==> config.mk <==
export PLATFORM = sky130hd
export DESIGN_NAME = fifo_dot_drain_flat
export DESIGN_NICKNAME = d
export VERILOG_FILES = /design/src/rtl/fifo_dot_drain_pkg.sv /design/src/rtl/fifo_dot_drain_if.sv /design/src/rtl/fifo_dot_drain_mac.sv /design/src/rtl/fifo_dot_drain.sv /design/src/flat_wrapper.sv
export SDC_FILE = /design/constraint.sdc
export NUM_CORES = 1
export LEC_CHECK = 0
export ABC_CLOCK_PERIOD_IN_PS = 4900
export BUFFER_PORTS_ARGS = -buffer_cell sky130_fd_sc_hd__buf_4
export CORE_AREA = 2 2 110 80
export DETAILED_ROUTE_END_ITERATION = 7
export DIE_AREA = 0 0 112 82
export PLACE_DENSITY = 0.83
export SETUP_SLACK_MARGIN = 0.5
export SLEW_MARGIN = 40
export SYNTH_ARGS = -nofsm -noshare
export SYNTH_HDL_FRONTEND = slang
export SYNTH_SLANG_ARGS = --single-unit
==> constraint.sdc <==
create_clock -name clk -period 4.9 [get_ports clk]
set_input_delay 0.245 -clock clk [delete_from_list [all_inputs] [get_ports clk]]
set_output_delay 0.245 -clock clk [all_outputs]
set_load 0.02 [all_outputs]
==> src/rtl/fifo_dot_drain_pkg.sv <==
// Shared types for the fifo_dot_drain slice: FSM state encoding and an
// accumulator-width helper usable in localparam expressions.
package fifo_dot_pkg;

    typedef enum logic [1:0] {
        IDLE  = 2'd0,
        RUN   = 2'd1,
        DRAIN = 2'd2,
        DONE  = 2'd3
    } state_t;

    // Smallest accumulator that can hold vec_len full-scale products without wrapping
    function automatic int min_acc_width(input int data_width, input int vec_len);
        return 2 * data_width + $clog2(vec_len);
    endfunction

endpackage

==> src/rtl/fifo_dot_drain_if.sv <==
// Handshake bundle between the dot-product drain and its environment
// (two operand FIFOs plus the result consumer).
interface fifo_dot_drain_if #(
    parameter int DATA_WIDTH = 8,
    parameter int ACC_WIDTH  = 24
) ();

    logic                  start;
    logic [DATA_WIDTH-1:0] a_data;
    logic [DATA_WIDTH-1:0] b_data;
    logic                  a_empty;
    logic                  b_empty;
    logic                  rden;
    logic                  busy;
    logic [ACC_WIDTH-1:0]  result;
    logic                  result_valid;
    logic                  result_ready;

    modport master (
        output start, a_data, b_data, a_empty, b_empty, result_ready,
        input  rden, busy, result, result_valid
    );

    modport slave (
        input  start, a_data, b_data, a_empty, b_empty, result_ready,
        output rden, busy, result, result_valid
    );

endinterface

==> src/rtl/fifo_dot_drain_mac.sv <==
// Registered multiply-accumulate with synchronous clear and enable.
// Define FIFO_DOT_SATURATE_EN to clamp at the maximum instead of wrapping.
module mac_unit #(
    parameter int DATA_WIDTH = 8,
    parameter int ACC_WIDTH  = 24
) (
    input  logic                  clk,
    input  logic                  rst_n,
    input  logic                  clear,
    input  logic                  en,
    input  logic [DATA_WIDTH-1:0] a,
    input  logic [DATA_WIDTH-1:0] b,
    output logic [ACC_WIDTH-1:0]  acc
);

    logic [2*DATA_WIDTH-1:0] product;
    logic [ACC_WIDTH-1:0]    addend;
    logic [ACC_WIDTH-1:0]    acc_next;

    assign product = {{DATA_WIDTH{1'b0}}, a} * {{DATA_WIDTH{1'b0}}, b};
    assign addend  = ACC_WIDTH'(product);

`ifdef FIFO_DOT_SATURATE_EN
    // Once clamped, any further addend overflows again, so the maximum sticks until clear
    logic [ACC_WIDTH:0] sum;
    assign sum      = {1'b0, acc} + {1'b0, addend};
    assign acc_next = sum[ACC_WIDTH] ? '1 : sum[ACC_WIDTH-1:0];
`else
    assign acc_next = acc + addend;
`endif

    always_ff @(posedge clk or negedge rst_n) begin
        if (!rst_n) begin
            acc <= '0;
        end else if (clear) begin
            acc <= '0;
        end else if (en) begin
            acc <= acc_next;
        end
    end

endmodule

==> src/rtl/fifo_dot_drain.sv <==
// Pops VEC_LEN pairs from two FIFOs, accumulates their products and offers
// the dot product on a valid/ready port. Optional FIFO_DOT_SATURATE_EN clamps the sum.
module fifo_dot_drain
    import fifo_dot_pkg::*;
#(
    parameter int DATA_WIDTH = 8,
    parameter int VEC_LEN    = 8,
    parameter int ACC_WIDTH  = 24
) (
    input  logic              clk,
    input  logic              rst_n,
    fifo_dot_drain_if.slave   bus
);

    localparam int CNT_W = $clog2(VEC_LEN + 1);
    localparam logic [CNT_W-1:0] VEC_LEN_C  = CNT_W'(VEC_LEN);
    localparam logic [CNT_W-1:0] LAST_CNT_C = CNT_W'(VEC_LEN - 1);

    state_t               state;
    logic [CNT_W-1:0]     issue_cnt;
    logic                 rd_q;
    logic                 rden;
    logic                 busy_r;
    logic                 valid_r;
    logic                 acc_clear;
    logic [ACC_WIDTH-1:0] acc;

    // Read enable must react to an empty FIFO in the same cycle, so it stays combinational
    assign rden = (state == RUN) && !bus.a_empty && !bus.b_empty && (issue_cnt < VEC_LEN_C);

    assign acc_clear = (state == IDLE) && bus.start;

    always_ff @(posedge clk or negedge rst_n) begin
        if (!rst_n) begin
            state     <= IDLE;
            issue_cnt <= '0;
            rd_q      <= 1'b0;
            busy_r    <= 1'b0;
            valid_r   <= 1'b0;
        end else begin
            rd_q <= rden;
            case (state)
                IDLE: begin
                    if (bus.start) begin
                        issue_cnt <= '0;
                        busy_r    <= 1'b1;
                        state     <= RUN;
                    end
                end
                RUN: begin
                    if (rden) begin
                        issue_cnt <= issue_cnt + CNT_W'(1);
                        if (issue_cnt == LAST_CNT_C) begin
                            state <= DRAIN;
                        end
                    end
                end
                DRAIN: begin
                    valid_r <= 1'b1;
                    state   <= DONE;
                end
                DONE: begin
                    if (bus.result_ready) begin
                        valid_r <= 1'b0;
                        busy_r  <= 1'b0;
                        state   <= IDLE;
                    end
                end
                default: begin
                    state <= IDLE;
                end
            endcase
        end
    end

    mac_unit #(
        .DATA_WIDTH (DATA_WIDTH),
        .ACC_WIDTH  (ACC_WIDTH)
    ) u_mac (
        .clk   (clk),
        .rst_n (rst_n),
        .clear (acc_clear),
        .en    (rd_q),
        .a     (bus.a_data),
        .b     (bus.b_data),
        .acc   (acc)
    );

    assign bus.rden         = rden;
    assign bus.busy         = busy_r;
    assign bus.result       = acc;
    assign bus.result_valid = valid_r;

endmodule

==> src/flat_wrapper.sv <==
// flat-port wrapper written by rule: the top's interface ports become plain ports
module fifo_dot_drain_flat import fifo_dot_pkg::*;
#(
    parameter int DATA_WIDTH = 8,
    parameter int VEC_LEN    = 8,
    parameter int ACC_WIDTH  = 24
)
  (clk, rst_n, bus_start, bus_a_data, bus_b_data, bus_a_empty, bus_b_empty, bus_result_ready, bus_rden, bus_busy, bus_result, bus_result_valid);
  fifo_dot_drain_if #(.DATA_WIDTH(DATA_WIDTH), .ACC_WIDTH(ACC_WIDTH)) bus_i ();
  input  logic clk;
  input  logic rst_n;
  input wire logic [$bits(bus_i.start)-1:0] bus_start;
  input wire logic [$bits(bus_i.a_data)-1:0] bus_a_data;
  input wire logic [$bits(bus_i.b_data)-1:0] bus_b_data;
  input wire logic [$bits(bus_i.a_empty)-1:0] bus_a_empty;
  input wire logic [$bits(bus_i.b_empty)-1:0] bus_b_empty;
  input wire logic [$bits(bus_i.result_ready)-1:0] bus_result_ready;
  output wire logic [$bits(bus_i.rden)-1:0] bus_rden;
  output wire logic [$bits(bus_i.busy)-1:0] bus_busy;
  output wire logic [$bits(bus_i.result)-1:0] bus_result;
  output wire logic [$bits(bus_i.result_valid)-1:0] bus_result_valid;
  assign bus_i.start = bus_start;
  assign bus_i.a_data = bus_a_data;
  assign bus_i.b_data = bus_b_data;
  assign bus_i.a_empty = bus_a_empty;
  assign bus_i.b_empty = bus_b_empty;
  assign bus_i.result_ready = bus_result_ready;
  assign bus_rden = bus_i.rden;
  assign bus_busy = bus_i.busy;
  assign bus_result = bus_i.result;
  assign bus_result_valid = bus_i.result_valid;
  fifo_dot_drain #(.DATA_WIDTH(DATA_WIDTH), .VEC_LEN(VEC_LEN), .ACC_WIDTH(ACC_WIDTH)) u_core (.clk(clk), .rst_n(rst_n), .bus(bus_i));
endmodule
Word-level counts from Yosys, hierarchy flattened
Cells that the tools add are included.
W data, S select, Z words.
{"block": "totals", "ff_bits": 33, "word_cells": 47, "out_inout_bits": 27}
{"block": "op_classes", "muxes": 14, "eq_ne": 8, "n_addsub": 2, "n_mul": 1, "magnitude_cmp": 1, "n_reduce_logical": 15}
{"op": "$mux W24", "n": 2}
{"op": "$add A24 B16 Y24", "n": 1}
{"op": "$mul A8 B8 Y16", "n": 1}
{"op": "$mux W2", "n": 4}
{"op": "$mux W4", "n": 2}
{"op": "$pmux W2 S4", "n": 1}
{"op": "$pmux W4 S2", "n": 1}
{"op": "$reduce_bool A2 Y1", "n": 4}
{"op": "$ne A2 B2 Y1 const B", "n": 3}
{"op": "$reduce_and A3 Y1", "n": 2}
{"op": "$add A4 B1 Y4 const B", "n": 1}
{"op": "$eq A2 B2 Y1 const B", "n": 2}
{"op": "$eq A4 B3 Y1 const B", "n": 1}
{"op": "$logic_and A1 B1 Y1", "n": 4}
{"op": "$lt A4 B4 Y1 const B", "n": 1}
{"op": "$pmux W1 S2", "n": 2}
{"op": "$reduce_and A4 Y1", "n": 1}
{"op": "$eq A2 B1 Y1 const B", "n": 1}
{"op": "$logic_not A1 Y1", "n": 2}
{"op": "$logic_not A2 Y1", "n": 1}
{"op": "$mux W1", "n": 2}
{"op": "$ne A2 B1 Y1 const B", "n": 1}
{"op": "$reduce_and A2 Y1", "n": 1}

Logic depth before layout (Yosys ltp)
{"block": "logic_depth", "ltp_word": 6, "depth_mapped": 17, "depth_no_buf": 16}

Cells and area by module
From an unflattened synthesis, not the netlist that was laid out.
{"block": "hier_totals", "hier_cells": 489, "area_unflattened_um2": 4433.0}
{"mod": "mac_unit", "area_per_inst_um2": 3817.4, "cells_each": 427, "instances": 1}
{"mod": "fifo_dot_drain", "area_per_inst_um2": 615.6, "cells_each": 62, "instances": 1}

Worst setup path after synthesis
No wires, ideal clock.
{"block": "synth_timing", "path_type": "register to register", "from": "reg u_core.u_mac.acc[6]", "to": "reg u_core.u_mac.acc[21]", "setup_ns": 0.078, "arrival_time_ns": 4.309, "period_less_slack_ns": 4.387, "path_slack_ns": 0.513, "t_required_ns": 4.822, "path_stages_with_launch": 16, "path_buffers": 0, "cell_sequence": "dfrtp_1 -> inv_1 -> fa_1 -> inv_1 -> fa_1 -> inv_1 -> fa_1 -> fa_1 -> inv_1 -> ha_1 -> o211ai_1 -> o21a_2 -> o221a_4 -> o41a_1 -> or3_1 -> a21oi_1"}
{"block": "synth_between", "elab_chain_len": 3}
{"item": "start, declared", "line": "fifo_dot_drain_mac.sv:13", "text": "output logic [ACC_WIDTH-1:0] acc"}
{"item": "start signal, assigned", "line": "fifo_dot_drain_mac.sv:38", "text": "acc <= acc_next;"}
{"item": "$add A24 B16 Y24", "line": "fifo_dot_drain_mac.sv:29", "text": "assign acc_next = acc + addend;"}
{"item": "$mux W24", "line": "fifo_dot_drain_mac.sv:37", "text": "end else if (en) begin"}
{"item": "$mux W24", "line": "fifo_dot_drain_mac.sv:35", "text": "end else if (clear) begin"}
No other way between the ends. The select of a mux whose other input is x is not followed.
A chain may end at the register's enable or synchronous reset.

Final worst setup path
Same ends and word-level chain as after synthesis.

==> results.cfg <==
[synthesis]
ys.flop_type = dfrtp_1
synth_edf_count = 0
yosys_warnings = 0
yosysSeqAreaShare_pct = 19.4
ys_top_cells_by_area = fa_1 24%, dfrtp_1 19%, ha_1 14%
synth_top_area_share_pct = 23.5
ys_types = 48
ys_ff_latch = 33
synth_top_cell_by_area = fa_1
synth_area_sq_um = 4250
syn_avg_cell_area_sq_um = 8.81
yosysMostFrequentCell = inv_1
async_reset_ff_share_pct = 100
syn_inst = 483
synthTopCellsByCount = 102 x inv_1, 50 x fa_1, 50 x nand2_1
syn_nets = 601

[finish]
final_cell_count_no_fill = 645
nets = 657
antenna_cells = 0
fin_util_pct = 61.8
areaGrowthSynthToFinish_pct = 19.0
n_fill_cell = 701
multi_input_area_sq_um = 3100
final_area_sq_um = 5060
final_layout_size_suffix_gt1_share_pct = 16.5
seq_area_sq_um = 826

[worst_hold_path]
hp-class = input pin to flip-flop

[pwr]
p_leak_uw = 0.00261
peakVddDrop_uv = 405
p_per_area_nw_per_um2 = 655
p_total_uw = 3320

[detailed_routing]
post_drt_via_cell_ratio = 5.51
drt_pass1_iterations = 5
antenna_left = 0
drt-total-wl_mm = 9.95
drtIter0Drc = 247
vias = 3552
wl_per_cell_microns = 15.4
drc = 0

[global_routing]
grt-ovfl-total = 0
grt_start_max_net_pins = 34
antenna_found_initial = 0
grt_pass1_vias = 3495
grt_pass1_wl_mm = 16.3
grt_usage_pct = 22.2

[sta]
report.final.hold_viol_count = 0
fin_crit_sh_pct = 88.5
slew_headroom_pct = 57.7
drv_slew = 0
timing.final.crit_period_ns = 4.34
rsz0062_at_grt = yes
worstMarginPinSlew_ns = 0.625
final-setup-viol-count = 0
fmax_mhz = 231
tns_ns = 0
skew_ns = 0.00547

[setup_path]
critPathRequiredTime_ns = 5.11
cp-start-kind = flip-flop
crit_fanout = 4
worstSetupEndpointType = flip-flop
path_class = flip-flop to flip-flop
worstPathArrival_ns = 4.55

[placement]
place_congestion = 0.896
dp_hpwl_mm = 7.81
placed_cell_area_sq_um = 4720
port_buffers = 48
dp_cells = 629

[die]
die_y_microns = 82
start_util_pct = 51.9
core_area_sq_um = 8200
fp.dieW_microns = 112
die_area_sq_um = 9180
io_pins = 49
rows = 28

[cts]
clk_pin_slew_worst_paths_ns = 0.06
cts_tree = done
clock_latency_ns = 0.28
htree_levels = 2
cts_inserted_buffers = 5
ctsRootBufferMaster = clkbuf_16
numClockSinks = 33
clockBufferDepth = 2

[run_status]
status = complete, no violations

[job]
max_cap_viol_count = 0
[metrics by stage]
| stage | setup WS, ns | hold WS, ns |
|---|---|---|
| 6_report | 0.564 | 0.164 |
| 3_5_place_dp | 0.226 | 0.219 |
| 5_1_grt | 0.400 | 0.173 |
| 2_1_floorplan | 0.513 | -0.0506 |
| 3_3_place_gp | 0.409 | 0.216 |
| 4_1_cts | 0.508 | 0.165 |
[placed cells by master (no fill, tap or decap), drive strengths merged, types with 17 or more instances in the layout]
| master | instances |
|---|---|
| nor2 | 28 |
| nand2 | 50 |
| inv | 102 |
| fa | 50 |
| o21ai | 17 |
| a21oi | 23 |
| and2 | 36 |
| ha | 46 |
| buf | 57 |
| dfrtp | 33 |
[flip-flops by register name, summed over array words and instances, names as in the netlist]
name                     cells
u_core.u_mac.acc            24
u_core.issue_cnt             4
u_core.state                 2
u_core.bus.busy              1
u_core.bus.result_valid      1
u_core.rd_q                  1
[report_power, final]
group	total, uW	leakage, uW	switching (uW)	internal (uW)
clock	411	0.0000938	121	290
sequential	422	0.000435	69.9	353
combinational	2490	0.00208	1420	1070
[per-layer routing]
| layer | global-route usage, % | vias up | share of wire (%) |
|---|---|---|---|
| li1 | - | 1657 | - |
| met1 | 30.2 | 1752 | 44 |
| met2 | 37.9 | 118 | 49 |
| met3 | 3.47 | 25 | 5.2 |
| met4 | 5.73 | 0 | 2.0 |
| met5 | 0 | - | 0 |
[critical path: stages (launching register included)]
cell and delay [ns]:
dfrtp_1 0.37, inv_2 0.06, fa_1 0.53, inv_1 0.05, fa_1 0.50, inv_1 0.05, fa_1 0.48, fa_1 0.51
inv_2 0.05, ha_4 0.27, o211ai_1 0.10, o21a_2 0.25, o221a_4 0.24, o41a_1 0.32, or3_1 0.36, a21oi_2 0.12
[worst paths after layout]
kind / end / from / slack (ns) / cells past startpoint
worst max-delay path: u_core.u_mac.acc[21] / u_core.u_mac.acc[6] / 0.56 / 15
worst min-delay path: u_core.rd_q / bus_b_empty / 0.16 / 2
worst max register to register: u_core.u_mac.acc[21] / u_core.u_mac.acc[6] / 0.56 / 15
worst min register to register: u_core.bus.busy / u_core.bus.busy / 0.52 / 2
max in group asynchronous: u_core.u_mac.acc[17] / rst_n / 4.13 / 2
min in group asynchronous: u_core.u_mac.acc[12] / rst_n / 0.45 / 2
[kinds of logic after synthesis]
family	after synthesis	share of synthesized area [%]
buffers and inverters	111	9.97
DFF	33	19.4
xor gates and xnor gates	11	2.26
and+or+nand+nor	145	16.6
AOI/OAI and AO/OA	71	10.9
muxes	16	3.85
adders and majority gates	96	37.1
[timing repair]
action	4_1_cts	5_1_grt
pin swaps	1	11
endpoints found under the hold margin	33	0
resized for setup	6	14
buffers inserted	4	3
hold buffers	1	0
cloned	0	0
setup endpoints to repair	5	7
[area by class of cell]
cell class                 count  area share [%]
inverter                     102            7.56
clock inverter                 3            1.28
clock buffer                   5            2.47
tap                          105            2.59
multi-input combinational    339            61.1
sequential                    33            16.3
timing repair buffer          58            8.65
Power figures use the tool's default switching activity.
